--- config.mk ---
export PLATFORM = sky130hd
export DESIGN_NAME = toggle_encoder
export DESIGN_NICKNAME = d
export VERILOG_FILES = /design/src/rtl/toggle_encoder_pkg.sv /design/src/rtl/toggle_encoder_ones_counter.sv /design/src/rtl/toggle_encoder.sv
export SDC_FILE = /design/constraint.sdc
export NUM_CORES = 1
export LEC_CHECK = 0
export ABC_CLOCK_PERIOD_IN_PS = 3700
export CAP_MARGIN = 15
export CORE_MARGIN = 3
export CORE_UTILIZATION = 55
export CTS_CLUSTER_DIAMETER = 200
export DETAILED_ROUTE_END_ITERATION = 10
export HOLD_SLACK_MARGIN = 0.12
export PLACE_DENSITY = 0.87
export SKIP_CTS_REPAIR_TIMING = 1
export SLEW_MARGIN = 20
export SYNTH_ARGS = -nofsm -noshare
export SYNTH_HDL_FRONTEND = slang
export SYNTH_HIERARCHICAL = 1
export SYNTH_SLANG_ARGS = --single-unit
--- constraint.sdc ---
create_clock -name clock -period 3.7 [get_ports clock]
set_input_delay 0.555 -clock clock [delete_from_list [all_inputs] [get_ports clock]]
set_output_delay 0.555 -clock clock [all_outputs]
set_load 0.005 [all_outputs]
--- src/rtl/toggle_encoder_pkg.sv ---
// Shared definitions for the toggle-encoded transmit path and its receiver-side counter.
package toggle_encoder_pkg;

    localparam int N_BITS = 64;
    localparam int CNT_W  = 8;

    typedef enum logic [1:0] {
        IDLE  = 2'd0,
        SHIFT = 2'd1,
        DONE  = 2'd2
    } state_e;

endpackage

--- src/rtl/toggle_encoder_ones_counter.sv ---
// Up-counter with synchronous clear and enable; clear has priority over enable.
module toggle_encoder_ones_counter #(
    parameter int W = 8
) (
    input  logic         clock,
    input  logic         reset,
    input  logic         clr,
    input  logic         en,
    output logic [W-1:0] count
);

    logic [W-1:0] count_q;
    logic [W-1:0] count_d;

    always_comb begin
        count_d = count_q;
        if (clr) begin
            count_d = '0;
        end else if (en) begin
            count_d = count_q + 1'b1;
        end
    end

    always_ff @(posedge clock) begin
        if (reset) begin
            count_q <= '0;
        end else begin
            count_q <= count_d;
        end
    end

    assign count = count_q;

endmodule

--- src/rtl/toggle_encoder.sv ---
// Serialises an n-bit word MSB-first as a differential (toggle) stream and counts its '1' bits.
module toggle_encoder
    import toggle_encoder_pkg::*;
#(
    parameter int n = N_BITS,
    parameter int h = CNT_W
) (
    input  logic         clock,
    input  logic         reset,
    input  logic         start,
    input  logic [n-1:0] par_in,
    output logic         D,
    output logic         valid,
    output logic         busy,
    output logic         done,
    output logic [h-1:0] ones
);

    localparam int IDX_W = (n > 1) ? $clog2(n) : 1;

    generate
        if ((2 ** h) <= n) begin : g_width_check
            $error("toggle_encoder: 2**h must exceed n so the ones count cannot wrap");
        end
    endgenerate

    state_e           state_q;
    logic [n-1:0]     sr_q;
    logic             qm_q;
    logic             d_q;
    logic             valid_q;
    logic             busy_q;
    logic             done_q;
    logic [IDX_W-1:0] idx;
    logic             accept;
    logic             in_shift;
    logic             bit_b;
    logic             last_bit;

    assign accept   = (state_q == IDLE) && start;
    assign in_shift = (state_q == SHIFT);
    assign bit_b    = sr_q[n-1];
    assign last_bit = (idx == IDX_W'(n - 1));

    toggle_encoder_ones_counter #(.W(h)) u_ones (
        .clock (clock),
        .reset (reset),
        .clr   (accept),
        .en    (in_shift && bit_b),
        .count (ones)
    );

    toggle_encoder_ones_counter #(.W(IDX_W)) u_bit_idx (
        .clock (clock),
        .reset (reset),
        .clr   (accept),
        .en    (in_shift),
        .count (idx)
    );

    // qm_q mirrors the receiver's toggle flip-flop, so it survives frame boundaries.
    always_ff @(posedge clock) begin
        if (reset) begin
            state_q <= IDLE;
            sr_q    <= '0;
            qm_q    <= 1'b0;
            d_q     <= 1'b0;
            valid_q <= 1'b0;
            busy_q  <= 1'b0;
            done_q  <= 1'b0;
        end else begin
            case (state_q)
                IDLE: begin
                    d_q     <= 1'b0;
                    valid_q <= 1'b0;
                    done_q  <= 1'b0;
                    if (start) begin
                        sr_q    <= par_in;
                        busy_q  <= 1'b1;
                        state_q <= SHIFT;
                    end
                end
                SHIFT: begin
                    d_q     <= bit_b ^ qm_q;
                    qm_q    <= bit_b;
                    sr_q    <= sr_q << 1;
                    valid_q <= 1'b1;
                    if (last_bit) begin
                        state_q <= DONE;
                    end
                end
                DONE: begin
                    d_q     <= 1'b0;
                    valid_q <= 1'b0;
                    done_q  <= 1'b1;
                    busy_q  <= 1'b0;
                    state_q <= IDLE;
                end
                default: begin
                    d_q     <= 1'b0;
                    valid_q <= 1'b0;
                    done_q  <= 1'b0;
                    busy_q  <= 1'b0;
                    state_q <= IDLE;
                end
            endcase
        end
    end

    assign D     = d_q;
    assign valid = valid_q;
    assign busy  = busy_q;
    assign done  = done_q;

endmodule
==> results of run 1 <==
## final cells by class
| cell class | count | area (um2) | area share, % |
|---|---|---|---|
| Multi-Input combinational cell | 321 | 1760 | 38.6 |
| Sequential cell | 85 | 1700 | 37.3 |
| Timing Repair Buffer | 81 | 811 | 17.8 |
| Clock buffer | 14 | 173 | 3.78 |
| Tap cell | 77 | 96.3 | 2.11 |
| Inverter | 3 | 16.3 | 0.357 |
| Clock inverter | 1 | 5.00 | 0.110 |
## layer usage
metal  vias to the layer above  track usage (%)  share of wire, %
met5                         -                0                 0
met4                         0             9.20               2.1
met3                        15             4.52               6.6
met2                       112             33.9                47
met1                      1508             27.7                45
li1                       1656                -                 -
## power breakdown
group          internal (uW)  switching [uW]
combinational            142             158
sequential               985            38.8
clock                    295             299
## flip-flops by register name, indices dropped and copies added, names as in the netlist, 2 cells and up
register         count
u_bit_idx/count      6
sr_q                64
u_ones/count         8
state_q              2
## through the flow
stage | power (uW) | utilization (%) | instances | hold slack [ps]
6_report | 1920 | 70.6 | 582 | 470
5_1_grt | 2010 | 70.6 | 582 | 496
4_1_cts | 1930 | 70.6 | 582 | 474
3_5_place_dp | 1340 | 67.9 | 567 | 463
3_3_place_gp | 1330 | 67.9 | 567 | 455
2_1_floorplan | 1240 | - | 449 | 444
## kinds of logic (layout without fill, tap and decap cells)
| logic type | after synthesis | in the layout | share of synthesized area [%] |
|---|---|---|---|
| compound gates | 78 | 78 | 18.9 |
| fa+ha+maj | 2 | 2 | 0.674 |
| flops | 85 | 85 | 45.9 |
| xor+xnor | 9 | 9 | 2.12 |
| simple gates | 230 | 230 | 25.0 |
| mux | 2 | 2 | 0.540 |
| buf+inv | 43 | 99 | 6.95 |
## cell usage in the layout (no fill, tap or decap), drive strengths merged
master	instances
buf	4
nor4	1
clkbuf	14
ha	2
nand3	3
nand2	134
clkinv	2
o21ai	5
xnor2	3
clkdlybuf4s50	77
nand2b	2
nor3	1
a311oi	63
xor2	6
or2	2
o21ba	1
a21oi	9
or3b	1
nor2b	1
or3	4
inv	2
dfxtp	85
nor2	75
nand4	6
mux2i	2
## worst max-delay path, stage by stage
cell	delay [ps]
clkdlybuf4s50_1	480
o21ba_4	540
buf_12	360
nor2_1	100
a311oi_1	270
## worst paths after layout
path	from	depth (start not counted)	slack, ps	end
worst max-delay path	start	5	1620	sr_q[48]$_SDFFE_PP0P_
worst min-delay path	sr_q[0]$_SDFFE_PP0P_	2	470	sr_q[0]$_SDFFE_PP0P_
worst max register to register	state_q[1]$_SDFFE_PP0P_	7	1640	u_ones/count[7]$_SDFFE_PP0P_
worst min register to register	sr_q[0]$_SDFFE_PP0P_	2	470	sr_q[0]$_SDFFE_PP0P_
==> flow_metrics.py, run 1 <==
metrics = {
    "finish": {
        "num-nets-final": 570,
        "nFillCells": 502,
        "fin_area_um2": 4560,
        "area_delta_synth_final_pct": 23.0,
        "diodes": 0,
        "drive_gt1_share_pct": 7.13,
    },
    "global_route": {
        "antenna_found_initial": 0,
        "grt_pass1_wl_um": 13100,
        "grtUsageTotal_pct": 21.2,
        "grt_pass1_vias": 2992,
        "overflow": 0,
        "grt_max_degree": 81,
    },
    "worst_setup_path": {
        "arrival_ps": 2330,
        "endpoint_kind": "flip-flop",
        "worst_setup_path_start_kind": "input port",
        "critical_path_required_ps": 3950,
        "crit_type": "in2reg",
        "crit_fanout": 80,
    },
    "floorplan": {
        "die_w_um": 88.1,
        "die_y_um": 88.1,
        "core_area_um2": 6460,
        "io_pins": 79,
        "fp.dieArea_um2": 7770,
        "num_rows": 29,
        "initial_utilization_pct": 57.4,
    },
    "synth": {
        "post-synth-top-count-cell": "nand2_1",
        "synth-seq-cells": 85,
        "yosys-top-cells-area": "dfxtp_1 46%, nand2_1 14%, a311oi_1 12%",
        "avgSynthCellArea_um2": 8.26,
        "yosysWarnings": 6,
        "postSynth.asyncResetShare_pct": 0,
        "synth_top_area_share_pct": 45.9,
        "synthTopCellsByCount": "134 x nand2_1, 85 x dfxtp_1, 75 x nor2_1, 52 x a311oi_1, 19 x buf_2",
        "yosysUniqueCellTypes": 28,
        "syn-num-nets": 518,
        "synth_edf_count": 0,
        "ys_seq_area_share_pct": 45.9,
        "syn_inst": 449,
        "synth_flop_cell": "dfxtp_1",
        "netlist.top_cell.by_area": "dfxtp_1",
        "synthesis.area_um2": 3710,
    },
    "sta": {
        "final_max_slew_viol_count": 0,
        "clock-skew-final_ps": 6.65,
        "rsz0062_at_grt": "false",
        "finalWorstSetupSlack_ps": 1620,
        "fin_setup_tns_ps": 0,
        "max_freq_ghz": 0.481,
        "period_needed_ps": 2080,
        "hold_viol": 0,
        "setup-violations-final": 0,
        "finalCritPeriodShare_pct": 56.2,
        "slew_headroom_pct": 39.5,
        "tightestPinTransition_ps": 907,
    },
    "placement": {
        "place_area_um2": 4380,
        "pre_cts_ws_ps": 1260,
        "portBuffers": 78,
        "gp_congestion": 0.795,
        "hpwl_um": 5190,
    },
    "status": {
        "status": "finished clean",
    },
    "job": {
        "maxCapViolCount": 0,
    },
    "route": {
        "drt_wl_total_um": 7970,
        "drt_iter0_drc": 209,
        "viasPerCell": 5.65,
        "wl_per_cell_um": 13.7,
        "ant_nets": 0,
        "dr.pass1.iters": 5,
        "drc": 0,
        "vias": 3291,
    },
    "clock_network": {
        "h-tree-depth": 3,
        "root_buffer": "clkbuf_8",
        "clock_latency_ps": 350,
        "clk_pin_slew_worst_paths_ps": 70,
        "numClockSinks": 85,
        "clockBufferDepth": 2,
        "cts_tree": "done",
        "numCtsBuffers": 9,
    },
    "power_and_ir_drop": {
        "leakage_uw": 0.00174,
        "peakVddDrop_uv": 276,
        "p_per_area_nw_per_um2": 421,
    },
    "hold_path": {
        "hold_path.class": "reg2reg",
    },
}
Note: power is estimated with default switching activity, not from simulation.
==> run 2: changes to the inputs <==
Settings changed: ABC_CLOCK_PERIOD_IN_PS 3700 to 2100, CORE_UTILIZATION 55 to 51, PLACE_DENSITY 0.87 to 0.82.
Clock period 3.7 ns to 2.1 ns, I/O delays scaled along.
==> run 2 against run 1 <==
  * Die area grew 7.3%
  * Clock skew increased by 3.2 ps
  * First-iteration DRC count fell by 31%
  * Register-to-register slack worse by 1200 ps
  * Non-clock buffer count is 4 higher
  * Combinational power up 82%
  * Power rose by 79%
  * Clock power grew 84%
  * Critical endpoint is now u_ones/count[5]$_SDFFE_PP0P_
  * Via count decreased by 1.5%
  * Largest cell class unchanged
  * Sequential share of layout area is 0.66 points lower
==> flow_metrics.py, run 2 (synthesis results as in run 1) <==
metrics = {
    "sta": {
        "setup-violations-final": 0,
        "period_needed_ps": 1700,
        "hold_viol": 0,
        "final_max_slew_viol_count": 0,
        "clock-skew-final_ps": 9.81,
        "fin_setup_tns_ps": 0,
        "tightestPinTransition_ps": 654,
        "holdWs_ps": 402,
        "max_freq_ghz": 0.588,
        "slew_headroom_pct": 56.4,
        "finalCritPeriodShare_pct": 81.0,
        "rsz0062_at_grt": "false",
    },
    "finish": {
        "fin_area_um2": 4640,
        "final_cell_mix": "134 x nand2_1, 85 x dfxtp_1, 77 x clkdlybuf4s50_1",
        "final_cells": 605,
        "drive_gt1_share_pct": 7.86,
        "area_delta_synth_final_pct": 25.2,
        "largest_reg_flops": 64,
        "regMostFlops": "sr_q",
        "mostFrequentLayoutCell": "nand2_1",
        "num-nets-final": 574,
        "diodes": 0,
    },
    "route": {
        "ant_nets": 0,
        "drc": 0,
        "viasPerCell": 5.36,
        "dr.pass1.iters": 5,
        "vias": 3242,
        "wl_per_cell_um": 13.6,
        "drt_wl_total_um": 8210,
        "drt_iter0_drc": 144,
    },
    "worst_setup_path": {
        "critical_path_required_ps": 2370,
        "crit_type": "reg2reg",
        "endpoint_kind": "flip-flop",
        "worst_setup_path_start_kind": "flip-flop",
        "rr_startpoint": "state_q[1]$_SDFFE_PP0P_",
        "arrival_ps": 1970,
        "crit_fanout": 11,
        "crit_path_start": "state_q[1]$_SDFFE_PP0P_",
    },
    "hold_path": {
        "min_from": "reset",
        "hold_path.class": "in2reg",
    },
    "power_and_ir_drop": {
        "p_per_area_nw_per_um2": 740,
        "peakVddDrop_uv": 499,
        "leakage_uw": 0.00176,
    },
    "clock_network": {
        "h-tree-depth": 3,
        "clock_latency_ps": 340,
        "clk_pin_slew_worst_paths_ps": 80,
        "root_buffer": "clkbuf_8",
        "clockBufferDepth": 2,
        "numClockSinks": 85,
        "cts_tree": "done",
        "numCtsBuffers": 9,
    },
    "global_route": {
        "grt_max_degree": 69,
        "grtUsageTotal_pct": 20.1,
        "grt_pass1_vias": 3129,
        "antenna_found_initial": 0,
        "overflow": 0,
        "grt_pass1_wl_um": 13900,
    },
    "placement": {
        "hpwl_um": 5440,
        "dp.cells": 590,
        "portBuffers": 78,
        "place_area_um2": 4460,
        "gp_congestion": 0.749,
    },
    "status": {
        "status": "finished clean",
    },
    "floorplan": {
        "io_pins": 79,
        "initial_utilization_pct": 53.7,
        "die_y_um": 91.3,
        "die_w_um": 91.3,
        "fp.dieArea_um2": 8330,
        "core_area_um2": 6910,
        "num_rows": 30,
    },
    "job": {
        "maxCapViolCount": 0,
    },
}
## run 2: cell count changes in the layout (fill, tap and decap cells not counted)
cell,delta
clkbuf_8,-3
buf_12,+2
buf_4,+2
clkinvlp_4,+2
bufinv_16,+1
## run 2: routing by layer
metal / wire [um] / track usage [%] / share of wire, % / up-vias
met5: 0 / 0 / 0 / -
met4: 62 / 5.53 / 0.76 / 0
met3: 374 / 6.71 / 4.6 / 6
met2: 3920 / 33.8 / 48 / 74
met1: 3850 / 24.6 / 47 / 1504
li1: - / - / - / 1658
## run 2: worst max-delay path: stages, from the launching register on
cell,delay [ps]
dfxtp_1,350
nand2b_2,210
clkinv_4,110
nand2_1,80
inv_1,190
nand4_2,180
or3_1,380
a21oi_1,140
## run 2: path summary, 6_finish.rpt
| kind | end | slack [ps] | cells past startpoint |
|---|---|---|---|
| setup reg to reg | u_ones/count[5]$_SDFFE_PP0P_ | 400 | 7 |
| setup / recovery | u_ones/count[5]$_SDFFE_PP0P_ | 400 | 7 |
| hold / removal | valid$_SDFF_PP0_ | 400 | 2 |
| hold reg to reg | qm_q$_SDFFE_PP0P_ | 470 | 2 |
## run 2: metrics by stage
stage | util (%) | total power, uW | setup WS [ps]
floorplan | - | 2190 | 348
detailed placement | 64.6 | 2380 | 276
finish | 67.2 | 3440 | 399
CTS | 67.2 | 3470 | 404
global route | 67.2 | 3610 | 262
global placement | 64.6 | 2360 | 329
## run 2: cell type report
cell class	count	area [um2]
Clock buffer	11	131
Clock inverter	4	50.0
Fill cell	618	2260
Inverter	3	16.3
Multi-Input combinational cell	321	1760
Sequential cell	85	1700
Tap cell	96	120
Timing Repair Buffer	85	866
## run 2: report_power, final
| group | internal (uW) | switching [uW] | total [uW] |
|---|---|---|---|
| logic | 263 | 282 | 546 |
| clock network | 542 | 546 | 1090 |
| registers | 1740 | 66.8 | 1800 |
==> run 3: changes to the inputs <==
Settings changed: ABC_CLOCK_PERIOD_IN_PS 2100 to 1720.
Clock period 2.1 ns to 1.72 ns, I/O delays scaled along.
==> run 3 against run 2 <==
  * Utilization decreased by 0.11 points
  * Sequential share of layout area increased by 0.059 points
  * Largest power group unchanged
  * Routed wire length is 3.0% lower
  * Non-clock buffer count grew 6
  * Die area unchanged
  * Critical endpoint is now ones[3]
  * Count of clock-buffer cells in the layout fell by 2
  * Final cell count is 0.83% higher
  * Critical path depth fell by 6
  * Via count grew 0.31%
  * Flip-flop and latch count did not move
  * Setup slack worse by 240 ps
==> flow_metrics.py, run 3 (synthesis results as in run 1) <==
metrics = {
    "global_route": {
        "overflow": 0,
        "grtUsageTotal_pct": 19.8,
        "grt_max_degree": 54,
        "grt_pass1_wl_um": 13800,
        "grt_pass1_vias": 3125,
        "antenna_found_initial": 0,
    },
    "sta": {
        "final_max_slew_viol_count": 0,
        "tightestPinTransition_ps": 413,
        "finalCritPeriodShare_pct": 91.0,
        "clock-skew-final_ps": 10.7,
        "period_needed_ps": 1570,
        "hold_viol": 0,
        "max_freq_ghz": 0.639,
        "slew_headroom_pct": 72.5,
        "setup-violations-final": 0,
        "fin_setup_tns_ps": 0,
        "rsz0062_at_grt": "false",
    },
    "power_and_ir_drop": {
        "cell_internal_pwr_uw": 2950,
        "peakVddDrop_uv": 470,
        "pwr-share-clk_pct": 28.9,
        "swShare_pct": 27.0,
        "p_per_area_nw_per_um2": 870,
        "p_sw_uw": 1090,
        "leakage_uw": 0.00177,
        "comb_power_share_pct": 16.5,
        "seq_power_share_pct": 54.6,
    },
    "clock_network": {
        "numCtsBuffers": 9,
        "h-tree-depth": 3,
        "clockBufferDepth": 2,
        "clock_latency_ps": 350,
        "numClockSinks": 85,
        "clk_pin_slew_worst_paths_ps": 80,
        "cts_tree": "done",
        "root_buffer": "clkbuf_8",
    },
    "finish": {
        "num-nets-final": 580,
        "regMostFlops": "sr_q",
        "drive_gt1_share_pct": 9.14,
        "final_cell_mix": "134 x nand2_1, 85 x dfxtp_1, 77 x clkdlybuf4s50_1",
        "diodes": 0,
        "largest_reg_flops": 64,
        "mostFrequentLayoutCell": "nand2_1",
        "post-route-util_pct": 67.1,
        "area_delta_synth_final_pct": 25.0,
    },
    "placement": {
        "portBuffers": 78,
        "gp_congestion": 0.768,
        "hpwl_um": 5480,
    },
    "route": {
        "ant_nets": 0,
        "drc": 0,
        "dr.pass1.iters": 4,
        "drt_iter0_drc": 161,
        "viasPerCell": 5.33,
        "drt_wl_total_um": 7960,
        "vias": 3252,
        "wl_per_cell_um": 13.1,
    },
    "floorplan": {
        "die_w_um": 91.3,
        "io_pins": 79,
        "initial_utilization_pct": 53.7,
        "fp.dieArea_um2": 8330,
        "num_rows": 30,
        "core_area_um2": 6910,
        "die_y_um": 91.3,
    },
    "worst_setup_path": {
        "crit_fanout": 6,
        "worst_setup_path_start_kind": "flip-flop",
        "crit_family": "buffers and inverters",
        "worstPathCellList": "clkdlybuf4s50_1",
        "cp_num_buf_inv": 1,
        "endpoint_kind": "output port",
        "arrival_ps": 1310,
        "slowest_delay_ps": 540,
        "critical_path_required_ps": 1460,
        "crit_slowest_cell": "clkdlybuf4s50_1",
        "crit_type": "reg2out",
    },
    "status": {
        "status": "finished clean",
    },
    "hold_path": {
        "hold_path.class": "in2reg",
    },
    "job": {
        "maxCapViolCount": 0,
    },
}
[run 3: cell count changes in the layout (fill, tap and decap cells not counted)]
| cell | previous run | this run |
|---|---|---|
| clkinv_2 | 1 | 3 |
| buf_4 | 4 | 12 |
| buf_12 | 3 | 1 |
| clkbuf_1 | 2 | 0 |
| bufinv_16 | 1 | 0 |
[run 3: stage by stage]
step	hold slack [ps]	setup WS [ps]	instance area (um2)	instances	total power [uW]
detailed placement	472	20.7	4480	596	2920
global placement	456	45.2	4480	596	2890
floorplan	394	35.4	3710	449	2680
CTS	287	122	4640	610	4080
global route	317	52.0	4640	610	4250
finish	305	154	4640	610	4030
[run 3: area by class of cell]
type | instances | area [um2]
inverters | 3 | 16.3
repair buffers | 91 | 886
clock buffers | 9 | 124
multi-input cells | 321 | 1760
fillers | 594 | 2270
clock inverters | 5 | 30.0
well taps | 96 | 120
flip-flops and latches | 85 | 1700
[run 3: power by group through the flow]
stage               sequential (uW)  clock, uW  combinational [uW]
CTS                            2200       1200                 674
floorplan                      2220          0                 454
global placement               2240          0                 655
detailed placement             2240          0                 670
finish                         2200       1170                 665
global route                   2220       1290                 745
[run 3: path summary, 6_finish.rpt]
path              slack (ps)                              end                          from  cells after the start
setup reg to reg         180     u_ones/count[7]$_SDFFE_PP0P_       state_q[1]$_SDFFE_PP0P_                      7
hold / removal           310  u_bit_idx/count[0]$_SDFFE_PP0P_                         reset                      3
setup / recovery         150                          ones[3]  u_ones/count[3]$_SDFFE_PP0P_                      1
hold reg to reg          470            sr_q[17]$_SDFFE_PP0P_         sr_q[16]$_SDFFE_PP0P_                      2
[run 3: metal layers]
layer	GRT usage, %	vias up	share of wire [%]
li1	-	1667	-
met5	0	-	0
met1	24.7	1518	46
met4	4.65	0	0.67
met3	6.88	4	5.1
met2	33.0	63	49
